$ cat src/rtl/bch15_7_encoder_seq.sv
// Sequential systematic BCH(15,7) encoder, g(x) = x^8 + x^7 + x^6 + x^4 + 1.
// Accepts a 7-bit message on a valid/ready handshake. An LFSR computes the
// 8 parity bits, one bit per clock. The codeword is streamed serially, MSB
// (x^14) first, and is also presented as a registered 15-bit word under a
// second valid/ready handshake.
//
// Ports:
//   i_Clk       clock, rising edge
//   i_Rst       asynchronous active-high reset
//   i_Message   7-bit message, bit 6 = coefficient of x^14
//   i_MsgValid  message offered
//   o_MsgReady  encoder idle and able to accept a message
//   o_SerData   serial codeword bit
//   o_SerValid  o_SerData valid this cycle
//   o_CodeWord  {message, parity}
//   o_CwValid   o_CodeWord valid, held until i_CwReady
//   i_CwReady   consumer takes o_CodeWord
module bch15_7_encoder_seq #(
  parameter logic [7:0] P_GPOLY = 8'hD1
) (
  input  logic        i_Clk,
  input  logic        i_Rst,
  input  logic [6:0]  i_Message,
  input  logic        i_MsgValid,
  output logic        o_MsgReady,
  output logic        o_SerData,
  output logic        o_SerValid,
  output logic [14:0] o_CodeWord,
  output logic        o_CwValid,
  input  logic        i_CwReady
);

  localparam int unsigned MSG_W = 7;
  localparam int unsigned PAR_W = 8;
  localparam int unsigned CW_W  = MSG_W + PAR_W;
  localparam int unsigned CNT_W = 4;

  localparam logic [CNT_W-1:0] SHIFT_LAST  = CNT_W'(MSG_W - 1);
  localparam logic [CNT_W-1:0] PARITY_LAST = CNT_W'(PAR_W - 1);

  typedef enum logic [1:0] {
    S_IDLE   = 2'd0,
    S_SHIFT  = 2'd1,
    S_PARITY = 2'd2,
    S_HOLD   = 2'd3
  } state_e;

  state_e             state_q, state_d;
  logic [CNT_W-1:0]   cnt_q, cnt_d;
  logic [PAR_W-1:0]   r_q, r_d;
  logic [MSG_W-1:0]   msg_q, msg_d;
  logic [PAR_W-1:0]   par_q, par_d;
  logic [CW_W-1:0]    cw_q, cw_d;
  logic               cw_valid_q, cw_valid_d;
  logic               ser_data_q, ser_data_d;
  logic               ser_valid_q, ser_valid_d;
  logic               msg_ready_q, msg_ready_d;

  // Message bit for the current SHIFT cycle and for the one after it.
  logic [2:0]         bit_idx;
  logic [2:0]         nxt_idx;
  logic               fb;
  logic [PAR_W-1:0]   r_shift;

  assign bit_idx = 3'(4'd6 - cnt_q);
  assign nxt_idx = 3'(4'd5 - cnt_q);
  assign fb      = msg_q[bit_idx] ^ r_q[PAR_W-1];
  assign r_shift = {r_q[PAR_W-2:0], 1'b0} ^ (fb ? P_GPOLY : PAR_W'(0));

  // State and datapath registers.
  always_ff @(posedge i_Clk or posedge i_Rst) begin
    if (i_Rst) begin
      state_q     <= S_IDLE;
      cnt_q       <= '0;
      r_q         <= '0;
      msg_q       <= '0;
      par_q       <= '0;
      cw_q        <= '0;
      cw_valid_q  <= 1'b0;
      ser_data_q  <= 1'b0;
      ser_valid_q <= 1'b0;
      msg_ready_q <= 1'b1;
    end else begin
      state_q     <= state_d;
      cnt_q       <= cnt_d;
      r_q         <= r_d;
      msg_q       <= msg_d;
      par_q       <= par_d;
      cw_q        <= cw_d;
      cw_valid_q  <= cw_valid_d;
      ser_data_q  <= ser_data_d;
      ser_valid_q <= ser_valid_d;
      msg_ready_q <= msg_ready_d;
    end
  end

  // Next-state logic; serial outputs are precomputed for the coming cycle so
  // that every output is a flop.
  always_comb begin
    state_d     = state_q;
    cnt_d       = cnt_q;
    r_d         = r_q;
    msg_d       = msg_q;
    par_d       = par_q;
    cw_d        = cw_q;
    cw_valid_d  = cw_valid_q;
    ser_data_d  = 1'b0;
    ser_valid_d = 1'b0;
    msg_ready_d = 1'b0;

    unique case (state_q)
      S_IDLE: begin
        if (i_MsgValid) begin
          msg_d       = i_Message;
          r_d         = '0;
          cnt_d       = '0;
          state_d     = S_SHIFT;
          ser_valid_d = 1'b1;
          ser_data_d  = i_Message[MSG_W-1];
        end else begin
          msg_ready_d = 1'b1;
        end
      end

      S_SHIFT: begin
        r_d         = r_shift;
        ser_valid_d = 1'b1;
        if (cnt_q == SHIFT_LAST) begin
          // Remainder is final here; its MSB is the first parity bit out.
          cnt_d      = '0;
          par_d      = r_shift;
          ser_data_d = r_shift[PAR_W-1];
          state_d    = S_PARITY;
        end else begin
          cnt_d      = cnt_q + CNT_W'(1);
          ser_data_d = msg_q[nxt_idx];
        end
      end

      S_PARITY: begin
        r_d = {r_q[PAR_W-2:0], 1'b0};
        if (cnt_q == PARITY_LAST) begin
          cnt_d      = '0;
          cw_d       = {msg_q, par_q};
          cw_valid_d = 1'b1;
          state_d    = S_HOLD;
        end else begin
          cnt_d       = cnt_q + CNT_W'(1);
          ser_valid_d = 1'b1;
          ser_data_d  = r_q[PAR_W-2];
        end
      end

      S_HOLD: begin
        if (i_CwReady) begin
          cw_valid_d  = 1'b0;
          msg_ready_d = 1'b1;
          state_d     = S_IDLE;
        end
      end

      default: begin
        state_d     = S_IDLE;
        msg_ready_d = 1'b1;
      end
    endcase
  end

  assign o_MsgReady = msg_ready_q;
  assign o_SerData  = ser_data_q;
  assign o_SerValid = ser_valid_q;
  assign o_CodeWord = cw_q;
  assign o_CwValid  = cw_valid_q;

endmodule

$ cat config.mk
export PLATFORM = sky130hd
export DESIGN_NAME = bch15_7_encoder_seq
export DESIGN_NICKNAME = d
export VERILOG_FILES = /design/src/rtl/bch15_7_encoder_seq.sv
export SDC_FILE = /design/constraint.sdc
export NUM_CORES = 1
export LEC_CHECK = 0
export ABC_AREA = 1
export ABC_CLOCK_PERIOD_IN_PS = 2300
export CELL_PAD_IN_SITES_DETAIL_PLACEMENT = 1
export CELL_PAD_IN_SITES_GLOBAL_PLACEMENT = 1
export CORE_ASPECT_RATIO = 1.5
export CORE_UTILIZATION = 30
export CTS_BUF_LIST = sky130_fd_sc_hd__clkbuf_8
export CTS_CLUSTER_DIAMETER = 40
export CTS_CLUSTER_SIZE = 20
export DETAILED_ROUTE_END_ITERATION = 8
export DONT_BUFFER_PORTS = 1
export PLACE_DENSITY_LB_ADDON = 0.1
export SYNTH_ARGS = -nofsm -noshare
export SYNTH_HDL_FRONTEND = slang
export SYNTH_SLANG_ARGS = --single-unit
$ cat constraint.sdc
create_clock -name i_Clk -period 2.3 [get_ports i_Clk]
set_clock_uncertainty 0.2 [all_clocks]
set_input_delay 0.575 -clock i_Clk [delete_from_list [all_inputs] [get_ports i_Clk]]
set_output_delay 0.575 -clock i_Clk [all_outputs]
set_load 0.02 [all_outputs]
==> results of run 1 <==
[logic make-up (layout without fill, tap and decap cells)]
family,count (synthesis),after routing,synth area share [%]
mux,8,8,3.96
simple gates,81,81,17.4
buf+inv,33,44,5.62
flops,48,48,52.9
compound gates,49,49,12.2
fa+ha+maj,9,9,4.96
xor+xnor,5,5,2.92
[report_power, final]
part | total, W | internal, W | switching, W | leakage [nW]
logic | 0.00121 | 0.000399 | 0.000815 | 0.521
registers | 0.00117 | 0.00101 | 0.000161 | 0.646
clock network | 0.000627 | 0.000328 | 0.000299 | 0.0583
total | 0.00301 | 0.00174 | 0.00128 | 1.22
[through the flow]
step | setup WS [ps] | cells | util (%) | power, W | hold slack (ps)
final | 296 | 344 | 35.4 | 0.00301 | 193
after global placement | 257 | 335 | 33.7 | 0.00243 | 267
after global routing | 79.2 | 344 | 35.4 | 0.00329 | 192
after CTS | 258 | 344 | 35.4 | 0.00309 | 184
after floorplan | 382 | 233 | - | 0.00207 | 238
after detailed placement | 269 | 335 | 33.7 | 0.00244 | 264
[per-layer routing]
metal	up-vias	part of all wire, %	GRT usage [%]
met5	-	0	0
met4	0	1.7	6.02
li1	776	-	-
met3	6	2.5	2.89
met1	769	41	17.1
met2	24	55	28.2
[path summary, 6_finish.rpt]
path | from | to | slack [ps]
max | state_q[1] | r_q[4] | 300
min | i_Message[2] | msg_q[2] | 190
max reg2reg | state_q[1] | r_q[4] | 300
min reg2reg | par_q[7] | par_q[7] | 290
max in group asynchronous | i_Rst | o_MsgReady | 760
min in group asynchronous | i_Rst | o_CodeWord[13] | 550
[area by class of cell]
class                   instances  area [sq um]
multi-input cells             152           942
clock buffers                   5          68.8
well taps                     100           125
fillers                       850          4700
repair buffers                  8          87.6
clock inverters                 3          47.5
inverters                      28           105
flip-flops and latches         48          1200
[sequential cells by signal (all words and copies together), names as in the netlist]
name / cells
o_CodeWord: 15
o_CwValid: 1
par_q: 8
o_SerData: 1
o_MsgReady: 1
state_q: 2
msg_q: 7
o_SerValid: 1
r_q: 8
cnt_q: 4
[Yosys cell counts, drive strengths merged, types with 2 or more instances]
| master | number | area [sq um] |
|---|---|---|
| dfrtp | 47 | 1180 |
| clkbuf | 2 | 7.51 |
| a32oi | 2 | 17.5 |
| ha | 9 | 113 |
| a32o | 3 | 30.0 |
| xor2 | 4 | 57.6 |
| buf | 3 | 15.0 |
| inv | 28 | 105 |
| o21ai | 37 | 185 |
| nor2 | 9 | 52.6 |
| nand2 | 56 | 233 |
| mux2 | 8 | 90.1 |
| nand3 | 15 | 100 |
| a21oi | 3 | 18.8 |
| o22ai | 2 | 12.5 |
[worst max-delay path, stage by stage, from the launching register on]
cell and delay (ps):
dfrtp_1 430, inv_1 130, ha_1 180, inv_1 40, nor2_1 240, nor2_2 80
inv_2 220, nor2_8 80, a32oi_1 200, o21ai_1 80
==> results.json, run 1 <==
{
  "ys_ff_latch": 48,
  "antenna_found_initial": 0,
  "viasPerCell": 4.58,
  "ir_drop_mv": 0.428,
  "start_util_pct": 31.2,
  "postCtsHoldBufs": 1,
  "area_delta_synth_final_pct": 13.5,
  "syn_area_sq_mm": 0.00227,
  "cp-end-kind": "register",
  "fmax_mhz": 499,
  "cts-root-buf": "clkbuf_8",
  "io-pin-count": 30,
  "power_density_mw_per_mm2": 1170,
  "dr.pass1.iters": 4,
  "slew_viol_final": 0,
  "die_h_microns": 109,
  "ant_nets": 0,
  "fp.dieW_microns": 73.1,
  "hold-path-cell-count": 2,
  "hold_viol": 0,
  "r2r_cells": 9,
  "drcViolationCount": 0,
  "grt_pass1_wl_microns": 8980,
  "ys_types": 29,
  "antenna_cells": 0,
  "ctsResizeCount": 0,
  "fin_crit_ps": 2000,
  "cp_max_fo": 10,
  "drtIter0Drc": 60,
  "rsz0062_at_grt": "false",
  "drive_gt1_share_pct": 18.0,
  "worstPathRequired_ps": 2290,
  "hold_path.class": "in2reg",
  "final-setup-viol-count": 0,
  "fin_nets": 263,
  "num_vias": 1575,
  "num_rows": 38,
  "p_leak_nw": 1.22,
  "place.gp.congestion": 0.724,
  "clkTransAtPathRegs_ps": 90,
  "crit_arrival_ps": 1990,
  "outcome": "complete, no violations",
  "cts_tree": "yes",
  "period_share_pct": 87.1,
  "postLayoutCellArea_sq_mm": 0.00258,
  "cts_sinks": 48,
  "synth-async-reset-ratio_pct": 100,
  "worst_setup_path_start_kind": "register",
  "place_area_sq_mm": 0.00245,
  "yosysWarningCount": 0,
  "synth.avg_cell_area_sq_um": 9.75,
  "synth_enable_flop_cells": 0,
  "fin_tns_setup_ps": 0,
  "grt_use_total_pct": 15.4,
  "cts_made_buffers": 5,
  "cts.path.max_buffers": 2,
  "grt_overflow_total": 0,
  "routed_wl_microns": 5220,
  "port_buffers": 0,
  "synth_top_flop_cell": "dfrtp_1",
  "final_cell_mix": "nand2_1 (51), dfrtp_1 (47), o21ai_0 (28), inv_1 (25), nand3_1 (10)",
  "dp_hpwl_microns": 4040,
  "grt_start_max_net_pins": 29,
  "htreeDepth": 2,
  "syn_inst": 233,
  "die_area_sq_mm": 0.00793,
  "clk_latency_ps": 300,
  "syn_nets": 253,
  "cts_setup_buffers": 0,
  "drv_cap": 0,
  "worst_pin_slew_ps": 490,
  "slew_headroom_pct": 67.3,
  "grt_pass1_vias": 1756,
  "crit_type": "reg2reg",
  "wl_per_cell_microns": 15.2,
  "core_sq_mm": 0.00727,
  "seq_area_frac_synth_pct": 52.9,
  "mostFrequentLayoutCell": "nand2_1"
}
No activity file was read; power rests on OpenSTA's default activity.
==> inputs of run 2 (changes only) <==
CELL_PAD_IN_SITES_GLOBAL_PLACEMENT = 2   (was 1)
==> run 2 against run 1 <==
  * Via count up 1.9%
  * Non-clock buffer count grew 2
  * Die area did not move
==> results.json, run 2 (synthesis gave the netlist of run 1 again) <==
{
  "crit_type": "reg2reg",
  "cp.depth": 11,
  "port_buffers": 0,
  "power_w": 0.00290,
  "startpoint": "cnt_q[0]",
  "core_sq_mm": 0.00727,
  "place_area_sq_mm": 0.00245,
  "antenna_cells": 0,
  "io-pin-count": 30,
  "path_cells": "buf_4 > inv_2 > ha_1 > inv_1 > nand3_1 > nand3_2 > nand2_2 > nand2_2 > nand2_4 > xor2_2 > o21ai_1",
  "hold_path.class": "in2reg",
  "final_cell_mix": "nand2_1 (51), dfrtp_1 (47), o21ai_0 (28), inv_1 (25), nand3_1 (10)",
  "dr.pass1.iters": 4,
  "grt_pass1_vias": 1799,
  "fmax_mhz": 484,
  "antenna_found_initial": 0,
  "cts_made_buffers": 5,
  "drtIter0Drc": 48,
  "cp_max_fo": 8,
  "place.gp.congestion": 0.755,
  "grt_pass1_wl_microns": 9240,
  "postLayoutCellArea_sq_mm": 0.00255,
  "clkTransAtPathRegs_ps": 100,
  "cts-root-buf": "clkbuf_8",
  "placed_cells": 337,
  "slew_headroom_pct": 66.6,
  "worstPathRequired_ps": 2270,
  "cts_sinks": 48,
  "path_common_cell": "nand2_2",
  "die_area_sq_mm": 0.00793,
  "viasPerCell": 4.65,
  "routed_wl_microns": 5520,
  "ir_drop_mv": 0.381,
  "grt_start_max_net_pins": 29,
  "worst_setup_path_start_kind": "register",
  "p_leak_nw": 1.21,
  "wl_per_cell_microns": 16.0,
  "num_vias": 1605,
  "cts.path.max_buffers": 2,
  "rsz0062_at_grt": "false",
  "period_share_pct": 89.8,
  "ctsResizeCount": 0,
  "cts_tree": "yes",
  "cp-end-kind": "register",
  "fp.dieW_microns": 73.1,
  "hold_viol": 0,
  "outcome": "complete, no violations",
  "drcViolationCount": 0,
  "worstSetupEndpoint": "par_q[4]",
  "cpPeakStageDelay_ps": 390,
  "slew_viol_final": 0,
  "worst_path_max_delay_cell": "dfrtp_1",
  "largest_reg_flops": 15,
  "clk_latency_ps": 310,
  "drive_gt1_share_pct": 18.4,
  "r2r-end": "par_q[4]",
  "cts_setup_buffers": 0,
  "grt_use_total_pct": 15.9,
  "rrSetupSlack_ps": 240,
  "r2r_start": "cnt_q[0]",
  "r2r_cells": 11,
  "hold-path-cell-count": 2,
  "worst_pin_slew_ps": 501,
  "dp_hpwl_microns": 4190,
  "fin_tns_setup_ps": 0,
  "num_rows": 38,
  "path_delay_family": "simple AND/OR/NAND/NOR gates",
  "instances_no_fill": 345,
  "crit_buf_inv": 3,
  "drv_cap": 0,
  "power_density_mw_per_mm2": 1140,
  "die_h_microns": 109,
  "ant_nets": 0,
  "mostFrequentLayoutCell": "nand2_1",
  "start_util_pct": 31.2,
  "fin_nets": 265,
  "crit_arrival_ps": 2040,
  "postCtsHoldBufs": 1,
  "final-setup-viol-count": 0,
  "htreeDepth": 2,
  "area_delta_synth_final_pct": 12.1,
  "fin_crit_ps": 2060,
  "grt_overflow_total": 0
}
-- run 2: per-layer routing --
| metal | vias up | GRT usage (%) | share of wire (%) |
|---|---|---|---|
| met2 | 24 | 29.2 | 55 |
| met1 | 788 | 17.1 | 39 |
| li1 | 784 | - | - |
| met3 | 9 | 3.36 | 2.9 |
| met4 | 0 | 6.72 | 2.5 |
| met5 | - | 0 | 0 |
-- run 2: report_power, final --
part / internal [W] / switching [W]
Combinational: 0.000415 / 0.000832
Clock: 0.000207 / 0.000292
Sequential: 0.00101 / 0.000148
-- run 2: worst register-to-register path, cell delays in order, from the launching register on --
cell	delay [ps]
dfrtp_1	390
buf_4	170
inv_2	60
ha_1	330
inv_1	70
nand3_1	100
nand3_2	90
nand2_2	90
nand2_2	60
nand2_4	110
xor2_2	180
o21ai_1	80
-- run 2: area by class of cell --
class | count | area [sq um]
fillers | 860 | 4730
flip-flops and latches | 48 | 1200
multi-input cells | 152 | 942
well taps | 100 | 125
inverters | 28 | 105
repair buffers | 10 | 90.1
clock buffers | 5 | 68.8
clock inverters | 2 | 12.5
-- run 2: worst min-delay path by stage --
stage	slack, ps	startpoint	to
final	190	i_Message[0]	msg_q[0]
after global routing	200	i_Message[4]	msg_q[4]
after CTS	170	i_Message[0]	msg_q[0]
after detailed placement	270	par_q[5]	par_q[5]
after global placement	260	par_q[5]	par_q[5]
after floorplan	240	par_q[5]	par_q[5]
-- run 2: metrics by stage --
step	utilization, %	worst slack, ps	hold slack (ps)
after global routing	35.0	82.3	195
after floorplan	-	382	238
final	35.0	235	188
after global placement	33.7	263	263
after detailed placement	33.7	257	267
after CTS	35.0	203	174
==> inputs of run 3 (changes only) <==
CAP_MARGIN = 20   (was default)
==> results of run 3 <==
The final DEF is identical to that of run 2; final timing and power are the same.
